## src/rtl/resync_pkg.sv

```systemverilog
// ReSync transmitter shared definitions.
// Command codes, frame constants and the Hamming(8,4) encoder.
package resync_pkg;

  localparam logic [3:0] CMD_DTU_RST   = 4'h0;
  localparam logic [3:0] CMD_I2C_RST   = 4'h1;
  localparam logic [3:0] CMD_ADCH_RST  = 4'h2;
  localparam logic [3:0] CMD_ADCL_RST  = 4'h3;
  localparam logic [3:0] CMD_ADCH_CAL  = 4'h4;
  localparam logic [3:0] CMD_ADCL_CAL  = 4'h5;
  localparam logic [3:0] CMD_BC0       = 4'h6;
  localparam logic [3:0] CMD_CATIA_TP  = 4'h7;
  localparam logic [3:0] CMD_PLL_START = 4'h8;
  localparam logic [3:0] CMD_SYNC_MODE = 4'h9;
  localparam logic [3:0] CMD_NORM_MODE = 4'hA;
  localparam logic [3:0] CMD_FLUSH     = 4'hB;

  localparam int FRAME_DATA_BITS = 8;

  typedef enum logic [1:0] {
    ST_IDLE,
    ST_START,
    ST_DATA,
    ST_GUARD
  } txState_e;

  function automatic logic [7:0] resync_hamming84(input logic [3:0] d);
    logic [7:0] cw;
    cw[7:4] = d;
    cw[3]   = d[0] ^ d[1] ^ d[3];
    cw[2]   = d[0] ^ d[2] ^ d[3];
    cw[1]   = d[1] ^ d[2] ^ d[3];
    cw[0]   = ^cw[7:1];
    return cw;
  endfunction

endpackage

```

## src/rtl/resync_cmd_fifo.sv

```systemverilog
// Command FIFO for the ReSync transmitter.
// DEPTH x 4-bit entries, extra pointer bit distinguishes full/empty.
module resync_cmd_fifo #(
  parameter int DEPTH = 4
) (
  input  logic       clock,
  input  logic       rst,
  input  logic       wrEn,
  input  logic [3:0] wrData,
  input  logic       rdEn,
  output logic [3:0] rdData,
  output logic       full,
  output logic       empty
);

  localparam int AW = $clog2(DEPTH);
  localparam logic [AW:0] PTR_ONE = 1;

  logic [3:0]  mem [DEPTH];
  logic [AW:0] wrPtr;
  logic [AW:0] rdPtr;
  logic        doWr;
  logic        doRd;

  assign doWr   = wrEn && !full;
  assign doRd   = rdEn && !empty;
  assign empty  = wrPtr == rdPtr;
  assign full   = (wrPtr[AW] != rdPtr[AW]) &&
                  (wrPtr[AW-1:0] == rdPtr[AW-1:0]);
  assign rdData = mem[rdPtr[AW-1:0]];

  // Pointer advance on accepted write / pop.
  always_ff @(posedge clock) begin
    if (rst) begin
      wrPtr <= '0;
      rdPtr <= '0;
    end else begin
      if (doWr) wrPtr <= wrPtr + PTR_ONE;
      if (doRd) rdPtr <= rdPtr + PTR_ONE;
    end
  end

  // Storage write; contents need no reset.
  always_ff @(posedge clock) begin
    if (doWr) mem[wrPtr[AW-1:0]] <= wrData;
  end

endmodule

```

## src/rtl/resync_tx.sv

```systemverilog
// Serial ReSync command transmitter.
// Frames: start bit, Hamming codeword MSB-first, GUARD zeros; BC0 per orbit.
module resync_tx
  import resync_pkg::*;
#(
  parameter int DEPTH     = 4,
  parameter int GUARD     = 2,
  parameter int ORBIT_LEN = 3564
) (
  input  logic       clock,
  input  logic       rst,
  input  logic       cmd_valid,
  input  logic [3:0] cmd_code,
  output logic       cmd_ready,
  input  logic       bc0_en,
  output logic       serial_out,
  output logic       busy,
  output logic       bc0_sent,
  output logic       bc0_overrun
);

  localparam int CNT_MAX =
    (GUARD > FRAME_DATA_BITS) ? GUARD : FRAME_DATA_BITS;
  localparam int CW = $clog2(CNT_MAX);
  localparam int OW = $clog2(ORBIT_LEN);

  localparam logic [CW-1:0] DATA_LAST  = CW'(FRAME_DATA_BITS - 1);
  localparam logic [CW-1:0] GUARD_LAST = CW'(GUARD - 1);
  localparam logic [CW-1:0] CNT_ONE    = 1;
  localparam logic [OW-1:0] ORBIT_LAST = OW'(ORBIT_LEN - 1);
  localparam logic [OW-1:0] ORBIT_ONE  = 1;

  txState_e      state;
  txState_e      stateNext;
  logic [CW-1:0] bitCnt;
  logic [CW-1:0] bitCntNext;
  logic [7:0]    shiftReg;
  logic          frameIsBc0;
  logic          load;
  logic          lineBit;
  logic          lineBusyQ;
  logic          readyEn;

  logic [OW-1:0] orbitCnt;
  logic          orbitWrap;
  logic          bc0Pend;
  logic          takeBc0;

  logic          workPending;
  logic          fifoWr;
  logic          fifoPop;
  logic [3:0]    fifoHead;
  logic          fifoFull;
  logic          fifoEmpty;

  assign workPending = bc0Pend || !fifoEmpty;
  assign takeBc0     = load && bc0Pend;
  assign fifoPop     = load && !bc0Pend;
  assign cmd_ready   = readyEn && !fifoFull;
  assign fifoWr      = cmd_valid && cmd_ready;
  assign orbitWrap   = orbitCnt == ORBIT_LAST;
  assign busy        = !fifoEmpty || (state != ST_IDLE) || lineBusyQ;

  resync_cmd_fifo #(
    .DEPTH (DEPTH)
  ) u_fifo (
    .clock  (clock),
    .rst    (rst),
    .wrEn   (fifoWr),
    .wrData (cmd_code),
    .rdEn   (fifoPop),
    .rdData (fifoHead),
    .full   (fifoFull),
    .empty  (fifoEmpty)
  );

  // Frame sequencing; a new frame is chosen only from IDLE or end of GUARD.
  always_comb begin
    stateNext  = state;
    bitCntNext = bitCnt;
    load       = 1'b0;
    unique case (state)
      ST_IDLE: begin
        if (workPending) begin
          stateNext = ST_START;
          load      = 1'b1;
        end
      end
      ST_START: begin
        stateNext  = ST_DATA;
        bitCntNext = '0;
      end
      ST_DATA: begin
        if (bitCnt == DATA_LAST) begin
          stateNext  = ST_GUARD;
          bitCntNext = '0;
        end else begin
          bitCntNext = bitCnt + CNT_ONE;
        end
      end
      ST_GUARD: begin
        if (bitCnt == GUARD_LAST) begin
          bitCntNext = '0;
          if (workPending) begin
            stateNext = ST_START;
            load      = 1'b1;
          end else begin
            stateNext = ST_IDLE;
          end
        end else begin
          bitCntNext = bitCnt + CNT_ONE;
        end
      end
      default: stateNext = ST_IDLE;
    endcase
  end

  // Bit currently presented by the frame state; registered onto the line.
  always_comb begin
    lineBit = 1'b0;
    unique case (1'b1)
      state == ST_START: lineBit = 1'b1;
      state == ST_DATA:  lineBit = shiftReg[7];
      default:           lineBit = 1'b0;
    endcase
  end

  // FSM state, bit counter and codeword shift register.
  always_ff @(posedge clock) begin
    if (rst) begin
      state      <= ST_IDLE;
      bitCnt     <= '0;
      shiftReg   <= '0;
      frameIsBc0 <= 1'b0;
    end else begin
      state  <= stateNext;
      bitCnt <= bitCntNext;
      if (load) begin
        shiftReg   <= resync_hamming84(bc0Pend ? CMD_BC0 : fifoHead);
        frameIsBc0 <= bc0Pend;
      end else if (state == ST_DATA) begin
        shiftReg <= {shiftReg[6:0], 1'b0};
      end
    end
  end

  // Registered line outputs, one cycle behind the frame state.
  always_ff @(posedge clock) begin
    if (rst) begin
      serial_out <= 1'b0;
      bc0_sent   <= 1'b0;
      lineBusyQ  <= 1'b0;
      readyEn    <= 1'b0;
    end else begin
      serial_out <= lineBit;
      bc0_sent   <= (state == ST_START) && frameIsBc0;
      lineBusyQ  <= state != ST_IDLE;
      readyEn    <= 1'b1;
    end
  end

  // Orbit counter and BC0 pending flag; a wrap always wins over service.
  always_ff @(posedge clock) begin
    if (rst || !bc0_en) begin
      orbitCnt    <= '0;
      bc0Pend     <= 1'b0;
      bc0_overrun <= 1'b0;
    end else begin
      bc0_overrun <= orbitWrap && bc0Pend;
      orbitCnt    <= orbitWrap ? '0 : orbitCnt + ORBIT_ONE;
      if (orbitWrap) bc0Pend <= 1'b1;
      else if (takeBc0) bc0Pend <= 1'b0;
    end
  end

endmodule
```

## config.mk

```make
export PLATFORM = sky130hd
export DESIGN_NAME = resync_tx
export DESIGN_NICKNAME = d
export VERILOG_FILES = /design/src/rtl/resync_pkg.sv /design/src/rtl/resync_cmd_fifo.sv /design/src/rtl/resync_tx.sv
export SDC_FILE = /design/constraint.sdc
export NUM_CORES = 1
export LEC_CHECK = 0
export ABC_AREA = 1
export BUFFER_PORTS_ARGS = -buffer_cell sky130_fd_sc_hd__buf_2
export CAP_MARGIN = 20
export CORE_ASPECT_RATIO = 0.5
export CORE_MARGIN = 3
export CORE_UTILIZATION = 40
export CTS_BUF_LIST = sky130_fd_sc_hd__clkbuf_8
export DETAILED_ROUTE_END_ITERATION = 10
export GPL_ROUTABILITY_DRIVEN = 0
export SETUP_SLACK_MARGIN = 0.1
export SYNTH_ARGS = -nofsm -noshare
export SYNTH_HDL_FRONTEND = slang
export SYNTH_SLANG_ARGS = --single-unit
```

## constraint.sdc

```tcl
create_clock -name clock -period 1.88 [get_ports clock]
set_input_delay 0.376 -clock clock [delete_from_list [all_inputs] [get_ports clock]]
set_output_delay 0.376 -clock clock [all_outputs]
set_load 0.01 [all_outputs]
```

==> metrics <==
share of layout cells above drive strength 1=0.2906; Port Buf Inserts=12; Tot GR Track Use=0.1485; clock latency on the worst-skew pair=0.31 ns; die area=0.008283 mm2; Die W=125.7 um; final period utilization=0.9605; asr flop ratio synth=0; CTS buffer count=5; setup_tns=0 ns; critical path fanouts, max=3; hold path depth=1; Sequential Power Share=0.367; post-synthesis net count=roughly 370; Root Driver=clkbuf_8; routed length per instance=12.03 um; Tmin final=1.806 ns; # rows=21; DRC violation count after routing=0; GR Overflow Total=0; pwr dens=about 1200 mW/mm2; Slew HR=0.7235; met1 Resource Use GR=0.1847; switching part of the total=0.3934; core area=0.006805 mm2; Storage cell area=0.001299 mm2; final WL=~5700 um; LEAKAGE=1.412 nW; Synth Instances=344; vias post-DR=2334; largest net degree at the start of global routing=16; Hold Crit Class=primary input to flop; Synth Register Bits=56; Synth Cell Area=0.002868 mm2; vias in the first global route=between 2000 and 2500; CP Class=flop to output pin; R2R Path Start=bitCnt[1]$_SDFFE_PP0P_; Hold Vio Cnt, Final=0; r2r setup slk=0.21 ns; io pins=13; Synth warnings=0; EDFF count, synth=16; peak-usage layer in the global routing report=met2; reg-to-reg endpoint=u_fifo.rdPtr[2]$_SDFFE_PP0P_; M2 GR Usage=0.2553; fmax=0.5538 GHz; RSZ-0062 raised after global routing=true; Clock Sinks=56; maximum vdd drop=approximately 0.37 mV; via/cell ratio=4.924; Pint=around 0.0025 W; fin. max-slew vios=0; CP Data Required Time=1.50 ns; crit start category=flop; run status=finished, final reports clean; synthesized area per cell=roughly 8.3 um2; Worst EP arrival=1.43 ns; post-synthesis sequential area ratio=0.4468; CTS max path bufs=2; fin area=0.003346 mm2; Ant. Diodes=0; Final Setup Violations=0; global-route wire length before repair=9936 um; H-tree depth=2; Netlist cell types=about 40; DP Wirelength=4123 um; Iteration-0 DRC Markers=86; Area Overhead vs Synth=16.67%; Synth Flop Type=dfxtp_1; Clock power frac=0.152; Die H=65.87 um; net switching power=roughly 0.0016 W; cell count of the worst reg-to-reg path=13; Worst-path clk slew=around 0.09 ns; Inst Count DP=between 400 and 500; Comb pwr share=0.482; Placed Area=~0.0030 mm2; CTS tree=done; Final ANT Viol Nets=0; min-delay src=cmd_code[0]; Layout Cells excl Fill=474; met3 Resource Use GR=0.04032; Final Skew=0.008283 ns; max cap viols=0; Pwr Total=0.004147 W; initial core utilization=0.4214; drt pass-1 iters=4; crit end category=output pin; final core utilization=0.4916; Min-Delay Endpoint=u_fifo.mem[2][0]$_DFFE_PP_; initial antenna violation count=0; area of the multi-input gates=around 0.0014 mm2; Post-CTS Hold Buffers=0; Filler cells=650; worst slew pin tran=around 0.41 ns; Layout Nets=a little over 400
cell usage in the layout, fill, tap and decap left out, types with 5 or more instances in the layout:
cell type and n:
nand2_1 73, nand3_1 28, inv_1 35, a21oi_1 19, inv_4 6, nor3_1 7
nor2_1 18, dfxtp_1 30, inv_2 7, a31oi_1 5, nand3_2 9, nand2_2 16
clkbuf_8 5, buf_4 23, o21ai_1 6, ha_1 12, dfxtp_2 8, edfxtp_1 16
buf_2 12, o21ai_0 9
critical path: stages, from the launching register on:
cell	delay (ns)
dfxtp_2	0.35
xnor2_2	0.19
nand3_1	0.10
or3_1	0.32
buf_2	0.15
synth_stat cells (all sizes together) (3+ instances only):
master,instances,share of area
o21ai,15,0.026
buf,7,0.017
nor3,8,0.016
nand3,38,0.086
inv,46,0.064
o22ai,3,0.0065
a31oi,5,0.011
nor2,21,0.030
nand2,92,0.14
a21oi,22,0.041
dfxtp,40,0.28
ha,14,0.061
edfxtp,16,0.17
flip-flops by register name, indices dropped and copies added (netlist names), named ones only:
| signal | count |
|---|---|
| u_fifo.mem | 16 |
| orbitCnt | 12 |
| shiftReg | 8 |
| bitCnt | 3 |
| u_fifo.rdPtr | 3 |
| u_fifo.wrPtr | 3 |
| state | 2 |
| bc0Pend | 1 |
| bc0_overrun | 1 |
| bc0_sent | 1 |
| frameIsBc0 | 1 |
| lineBusyQ | 1 |
| readyEn | 1 |
| serial_out | 1 |
stage by stage:
stage / hold slack (ns) / worst slack, ns
after global routing: 0.2680 / 0.006045
after global placement: 0.4402 / 0.1853
after floorplan: 0.4273 / 0.3503
final: 0.2849 / 0.07424
after detailed placement: 0.4521 / 0.1037
after CTS: 0.2712 / 0.08824
worst max-delay path by stage:
stage | from | endpoint | slack, ns
4_1_cts | state[1]$_SDFFE_PP0P_ | busy | 0.09
6_report | u_fifo.rdPtr[1]$_SDFFE_PP0P_ | busy | 0.07
2_1_floorplan | state[0]$_SDFFE_PP0P_ | u_fifo.rdPtr[2]$_SDFFE_PP0P_ | 0.35
5_1_grt | u_fifo.rdPtr[1]$_SDFFE_PP0P_ | busy | 0.006
3_3_place_gp | state[0]$_SDFFE_PP0P_ | u_fifo.rdPtr[2]$_SDFFE_PP0P_ | 0.19
3_5_place_dp | state[0]$_SDFFE_PP0P_ | u_fifo.rdPtr[2]$_SDFFE_PP0P_ | 0.10
cells by family after synthesis:
logic type               share of synthesized area
buffers and inverters                      0.08552
XOR/XNOR                                  0.005673
AO/OA/AOI/OAI                               0.1012
adder cells (fa/ha/maj)                    0.06108
flip-flops                                  0.4468
AND/OR/NAND/NOR                             0.2997
cell type report:
cell class	count	share of cell area
repair inverters	1	0.001870
well taps	92	0.03441
clock buffers	5	0.02057
inverters	47	0.06096
multi-input cells	233	0.4117
flip-flops and latches	56	0.3882
clock inverters	3	0.003366
repair buffers	37	0.07891
layer usage:
metal  share of wire  up-vias
li1                -     1210
met1            0.49     1092
met2            0.47       24
met3           0.031        8
met4           0.012        0
met5               0        -
timing repair:
action / CTS / global route
buffers inserted: 15 / 5
gates resized for setup: 20 / 9
gates cloned: 0 / 1
setup endpoints to repair: 4 / 11
pin swaps: 5 / 6
power groups by stage:
stage	clock, W	sequential, W	combinational [W]
floorplan	0	0.00150	0.00131
global placement	0	0.00154	0.00152
detailed placement	0	0.00154	0.00156
CTS	0.000652	0.00152	0.00180
global route	0.000698	0.00154	0.00226
finish	0.000629	0.00152	0.00200
Power figures use the tool's default switching activity.
